[src/rtl/clock_monitor_if.sv]
// rtl/clock_monitor_if.sv - signal bundle between a measured source and the clock monitor
interface clock_monitor_if #(
  parameter int CNT_W = 28
);
  logic             sig_in;
  logic             rise_pulse;
  logic             fall_pulse;
  logic [CNT_W-1:0] period;
  logic [CNT_W-1:0] high_time;
  logic             meas_valid;
  logic             stalled;

  modport master (
    output sig_in,
    input  rise_pulse, fall_pulse, period, high_time, meas_valid, stalled
  );

  modport slave (
    input  sig_in,
    output rise_pulse, fall_pulse, period, high_time, meas_valid, stalled
  );
endinterface

[src/rtl/clock_monitor.sv]
// rtl/clock_monitor.sv - measures period and high time of a slow async square wave, flags stalls
module clock_monitor #(
  parameter int CNT_W   = 28,
  parameter int TIMEOUT = 50000000
) (
  input  logic            clk,
  input  logic            rst,
  clock_monitor_if.slave  mon
);

  typedef enum logic [1:0] {IDLE, ARMED, MEAS} state_e;

  localparam logic [CNT_W-1:0] TO_C  = CNT_W'(TIMEOUT);
  localparam logic [CNT_W-1:0] ONE_C = CNT_W'(1);

  logic             s1_q, s2_q, s3_q;
  logic [CNT_W-1:0] pcnt_q, pcnt_d;
  logic [CNT_W-1:0] hcnt_q, hcnt_d;
  logic [CNT_W-1:0] period_q, period_d;
  logic [CNT_W-1:0] high_q, high_d;
  logic             stalled_q, stalled_d;
  state_e           state_q, state_d;
  logic             rise, fall;

  assign rise = s2_q & ~s3_q;
  assign fall = ~s2_q & s3_q;

  always_ff @(posedge clk) begin
    if (rst) begin
      s1_q      <= 1'b0;
      s2_q      <= 1'b0;
      s3_q      <= 1'b0;
      pcnt_q    <= '0;
      hcnt_q    <= '0;
      period_q  <= '0;
      high_q    <= '0;
      stalled_q <= 1'b0;
      state_q   <= IDLE;
    end else begin
      s1_q      <= mon.sig_in;
      s2_q      <= s1_q;
      s3_q      <= s2_q;
      pcnt_q    <= pcnt_d;
      hcnt_q    <= hcnt_d;
      period_q  <= period_d;
      high_q    <= high_d;
      stalled_q <= stalled_d;
      state_q   <= state_d;
    end
  end

  always_comb begin
    state_d   = state_q;
    period_d  = period_q;
    high_d    = high_q;
    stalled_d = stalled_q;
    pcnt_d    = rise ? ONE_C : ((pcnt_q == TO_C) ? TO_C : pcnt_q + ONE_C);
    hcnt_d    = rise ? ONE_C : ((hcnt_q == TO_C) ? TO_C : hcnt_q + ONE_C);

    // A rising edge takes priority over a timeout landing in the same cycle
    if (rise) begin
      stalled_d = 1'b0;
      case (state_q)
        IDLE:    state_d = ARMED;
        ARMED: begin
          state_d  = MEAS;
          period_d = pcnt_q;
        end
        MEAS:    period_d = pcnt_q;
        default: state_d = IDLE;
      endcase
    end else if (pcnt_q == TO_C) begin
      stalled_d = 1'b1;
      state_d   = IDLE;
    end

    if (fall && (state_q != IDLE)) begin
      high_d = hcnt_q;
    end
  end

  assign mon.rise_pulse = rise;
  assign mon.fall_pulse = fall;
  assign mon.period     = period_q;
  assign mon.high_time  = high_q;
  assign mon.meas_valid = (state_q == MEAS);
  assign mon.stalled    = stalled_q;

endmodule

[src/flat_wrapper.sv]
// flat-port wrapper written by rule: the top's interface ports become plain ports
module clock_monitor_flat 
#(
  parameter int CNT_W   = 28,
  parameter int TIMEOUT = 50000000
)
  (clk, rst, mon_sig_in, mon_rise_pulse, mon_fall_pulse, mon_period, mon_high_time, mon_meas_valid, mon_stalled);
  clock_monitor_if #(.CNT_W(CNT_W)) mon_i ();
  input  logic clk;
  input  logic rst;
  input wire logic [$bits(mon_i.sig_in)-1:0] mon_sig_in;
  output wire logic [$bits(mon_i.rise_pulse)-1:0] mon_rise_pulse;
  output wire logic [$bits(mon_i.fall_pulse)-1:0] mon_fall_pulse;
  output wire logic [$bits(mon_i.period)-1:0] mon_period;
  output wire logic [$bits(mon_i.high_time)-1:0] mon_high_time;
  output wire logic [$bits(mon_i.meas_valid)-1:0] mon_meas_valid;
  output wire logic [$bits(mon_i.stalled)-1:0] mon_stalled;
  assign mon_i.sig_in = mon_sig_in;
  assign mon_rise_pulse = mon_i.rise_pulse;
  assign mon_fall_pulse = mon_i.fall_pulse;
  assign mon_period = mon_i.period;
  assign mon_high_time = mon_i.high_time;
  assign mon_meas_valid = mon_i.meas_valid;
  assign mon_stalled = mon_i.stalled;
  clock_monitor #(.CNT_W(CNT_W), .TIMEOUT(TIMEOUT)) u_core (.clk(clk), .rst(rst), .mon(mon_i));
endmodule
[config.mk]
export PLATFORM = sky130hd
export DESIGN_NAME = clock_monitor_flat
export DESIGN_NICKNAME = d
export VERILOG_FILES = /design/src/rtl/clock_monitor_if.sv /design/src/rtl/clock_monitor.sv /design/src/flat_wrapper.sv
export SDC_FILE = /design/constraint.sdc
export NUM_CORES = 1
export LEC_CHECK = 0
export CORE_UTILIZATION = 59
export DETAILED_ROUTE_END_ITERATION = 8
export MAX_ROUTING_LAYER = met4
export PLACE_DENSITY = 0.91
export SYNTH_ARGS = -nofsm -noshare
export SYNTH_HDL_FRONTEND = slang
export SYNTH_SLANG_ARGS = --single-unit
[constraint.sdc]
create_clock -name clk -period 4.92 [get_ports clk]
set_input_delay 1.23 -clock clk [delete_from_list [all_inputs] [get_ports clk]]
set_output_delay 1.23 -clock clk [all_outputs]
set_load 0.01 [all_outputs]
* Word level (Yosys, flattened, before mapping) *
Cells that the tools add are included.

storage, ports and cells
  bits in registers = 118
  latch bits = 0
  bits in writable memories = 0
  ROM bits = 0
  input port bits = 3
  output and inout port bits = 60
  word-level logic and storage cells = 41
  memories = 0

cells by class
  add/subtract/negate cells = 2
  multiply operators = 0
  divide/modulo/power cells = 0
  magnitude comparators = 0
  equal/unequal tests = 5
  shift operators = 0
  muxes and demuxes = 7
  bitwise logic cells = 4
  reduce and logical (&&, ||, !) cells = 10

operators by type and width
  cell                   number
  $add 28x1->28 const B  2
  $eq 28x26->1 const B   2
  $mux 26                2
  $pmux 2 s3             1
  $reduce_or 3->1        2
  $mux 2                 2
  $reduce_and 2->1       2
  $reduce_bool 2->1      2
  $reduce_or 2->1        2
  $and 1x1->1            2
  $eq 2x1->1 const B     1
  $eq 2x2->1 const B     1
  $logic_not 2->1        1
  $mux 1                 2
  $ne 2x2->1 const B     1
  $not 1->1              2
  $logic_and 1x1->1      1

* Depth between registers and ports, before layout *
  depth in word-level cells = 4
  gate-level depth with buffers = 7
  mapped depth without buffers = 6

* Least setup slack after synthesis *
OpenSTA, ideal clock, no wires.

  path kind = flip-flop to output port
  start point = register u_core.s2_q
  end point = output port mon_rise_pulse
  arrival time = 774 ps
  required time = 3690 ps
  path slack = 2916 ps
  cell stages (with the launch flop) = 3
  buffers on the path = 1
  path through = dfxtp_1 > nor2b_1 > clkbuf_1

on the way
  cells in the longest elaborated chain, start to end = 1

ends and longest elaborated chain
  what                    RTL line             text
  start, declared         clock_monitor.sv:16  logic s1_q, s2_q, s3_q;
  start signal, assigned  clock_monitor.sv:41  s2_q <= s1_q;
  $and 1x1->1             clock_monitor.sv:25  assign rise = s2_q & ~s3_q;
  end, declared           flat_wrapper.sv:12   output wire logic [$bits(mon_i.rise_pulse)-1:0] mon_rise_pulse;

No other way between the ends.

* Worst setup path after layout *
Same ends and word-level chain as after synthesis.

==> reports/qor.txt <==
Final Max Tran Viols: 0
Synthesis-stage register bit count: 118
DP HPWL: 7590 um
CP required: 3690 ps
Tot Pwr: 0.00237 W
CP max FO: 12
Synth Cell Area: 4950 sq um
Post-layout min period: 3430 ps
H-tree depth: 4
Initial antenna violation count: 0
Switch share: 19.5%
Die area: 8760 sq um
WP buf/inv: 1
Yosys cell types: 40
Critical path type: flip-flop to output port
Mapped Cells: 603
IO Pins: 63
Largest net degree at the start of global routing: 52
Met2 wire length: 6350 um
Worst min path class: flip-flop to flip-flop
Crit end category: output port
Crit path max-delay family: buffers and inverters
Top sig layer: met4
Setup_tns: 0 ps
Routed wire length: 12500 um
DR iter-0 viols: 304
Synth Net Count: 613
First-pass GRT wire length: 20200 um
Via density: 6.00
Core area: 8180 sq um
Fillers: 574
Post-CTS Resized: 0
Top cells by area, synth: dfxtp_1 48%, nand2_1 10%, a21oi_1 8.5%
Clk Latency, worst-skew pair: 520 ps
Outcome: complete, no violations
Post-Route M1 WL: 5070 um
Mean Syn Cell Area: 8.21 sq um
Remaining DRCs: 0
Post-CTS Hold Fix Bufs: 0
Sequential area share after synthesis: 47.7%
Initial Util: 60.6%
Most frequent cells in the layout: 134 x nand2_1, 118 x dfxtp_1, 84 x a21oi_1
Lkg Pwr: 2.01 nW
Core Rows: 33
Clk sink count: 118
CP max stage cell: clkdlybuf4s50_1
Fin crit share: 69.6%
Startpoint Class: flip-flop
Nets: 661
Most common cell after layout, fill and taps aside: nand2_1
Die Height: 93.6 um
Post-synth EDFFs: 0
Cell Pwr Density: 380 nW/um^2
Post-CTS Setup Inserts: 0
Critical path cell sequence: nor2b_1 > clkdlybuf4s50_1
Worst VDD drop: 0.000249 V
Clk slew on worst S/H paths: 50 ps
# diodes: 0
Switching power: 0.000461 W
Internal cell power: 0.00191 W
Logic gate share of total power: 2.2%
Slew margin rel.: 30.3%
Top cell type's share of synthesized area: 47.7%
Ys Warns: 0
CTS Buffer Depth: 2
CTS root buf: clkbuf_8
CP max stage delay: 680 ps
Max Fclk: 292 MHz
CTS Buf Count: 17
Buffers on Ports: 62
CTS tree: built
Layout cells sized above 1: 6.17%
Clk pwr share: 56.7%
Via count: 4611
Remaining antenna violation count: 0
Total GRT Usage: 30.8%
Vias in the first global route: 4339
Routed len/inst: 16.3 um
Die span in x: 93.6 um
Largest area contributor in the netlist: dfxtp_1
Final setup vio count: 0
Clk_skew: 6.96 ps
GP Congestion: 0.902
RSZ-0062 raised after global routing: false
Hold Vio Cnt, Final: 0
Primary FF master, synth: dfxtp_1
TritonRoute pass-1 iters: 6
Synth-to-layout area growth: 25.7%
Met3 wire len: 817 um
Worst Max-Slew Pin Slew: 1040 ps
Seq pwr share: 41.0%
Ys async rst share: 0%
Critical Path AT: 2200 ps
Gr ovfl total: 0
Max-cap violations: 0
through the flow:
stage | setup WS [ps] | cell area [sq um] | cells | hold WS (ps) | util (%)
detailed placement | 2100 | 5580 | 737 | 437 | 68.2
global route | 1400 | 6220 | 769 | 469 | 76.1
global placement | 2160 | 5580 | 737 | 442 | 68.2
floorplan | 2920 | 4950 | 603 | 414 | -
finish | 1490 | 6220 | 769 | 451 | 76.1
CTS | 1520 | 6220 | 769 | 453 | 76.1
power by group through the flow:
stage                     sequential [W]  clock [W]  combinational [W]
after floorplan                 0.000988          0          0.0000368
after detailed placement        0.000991          0          0.0000495
final                           0.000971    0.00134          0.0000528
after global placement          0.000990          0          0.0000472
after CTS                       0.000971    0.00136          0.0000513
after global routing            0.000971    0.00140          0.0000584
worst paths after layout:
| check | from | to | slack (ps) | cells after the start |
|---|---|---|---|---|
| worst max-delay path | u_core.s2_q$_SDFF_PP0_ | mon_rise_pulse | 1490 | 2 |
| worst min-delay path | u_core.mon.high_time[19]$_SDFFE_PP0P_ | u_core.mon.high_time[19]$_SDFFE_PP0P_ | 450 | 2 |
| worst max register to register | u_core.pcnt_q[0]$_SDFF_PP0_ | u_core.pcnt_q[26]$_SDFF_PP0_ | 2520 | 6 |
| worst min register to register | u_core.mon.high_time[19]$_SDFFE_PP0P_ | u_core.mon.high_time[19]$_SDFFE_PP0P_ | 450 | 2 |
cell usage after synthesis (3+ instances only):
cell,n
nand4_1,21
nor2_1,33
xor2_1,12
nand2_1,134
o21ai_0,14
buf_1,4
ha_1,7
o21a_1,3
nor4b_1,3
and2_1,3
nand3_1,13
nor4_1,5
xnor2_1,9
o31ai_1,16
nor2b_1,8
o41ai_1,4
or3_1,16
a21oi_1,84
buf_2,10
and4_1,6
nor3_1,6
inv_1,16
dfxtp_1,118
and3_1,4
nand2b_1,3
or4_1,12
clkbuf_1,22
tightest hold or removal path: stages, from the launching register on:
cell	delay (ps)
dfxtp_1	300
nand2_1	50
a21oi_1	50
kinds of logic (layout without fill, tap and decap cells):
group | Yosys count | after routing | synth area share [%]
simple gates | 279 | 279 | 28.3
xor+xnor | 21 | 21 | 3.71
compound gates | 125 | 125 | 14.1
flops | 118 | 118 | 47.7
buf+inv | 53 | 114 | 4.42
fa+ha+maj | 7 | 7 | 1.77
per-layer routing:
layer | vias to the layer above | global-route usage (%)
met5 | - | -
met4 | 0 | 13.1
met3 | 38 | 9.84
met2 | 204 | 51.8
met1 | 2171 | 33.6
li1 | 2198 | -
area by class of cell:
class,count,area [sq um],area share [%]
Sequential cell,118,2360,38.0
Tap cell,105,131,2.11
Clock inverter,8,168,2.69
Inverter,16,60.1,0.965
Timing Repair Buffer,66,646,10.4
Clock buffer,24,480,7.72
Multi-Input combinational cell,432,2380,38.2
sequential cells by signal, summed over array words and instances (netlist names):
signal / count
u_core.mon.stalled: 1
u_core.mon.period: 28
u_core.hcnt_q: 28
u_core.s3_q: 1
u_core.pcnt_q: 28
u_core.mon.high_time: 28
u_core.s2_q: 1
u_core.s1_q: 1
u_core.state_q: 2
(Power assumes the default switching activity.)
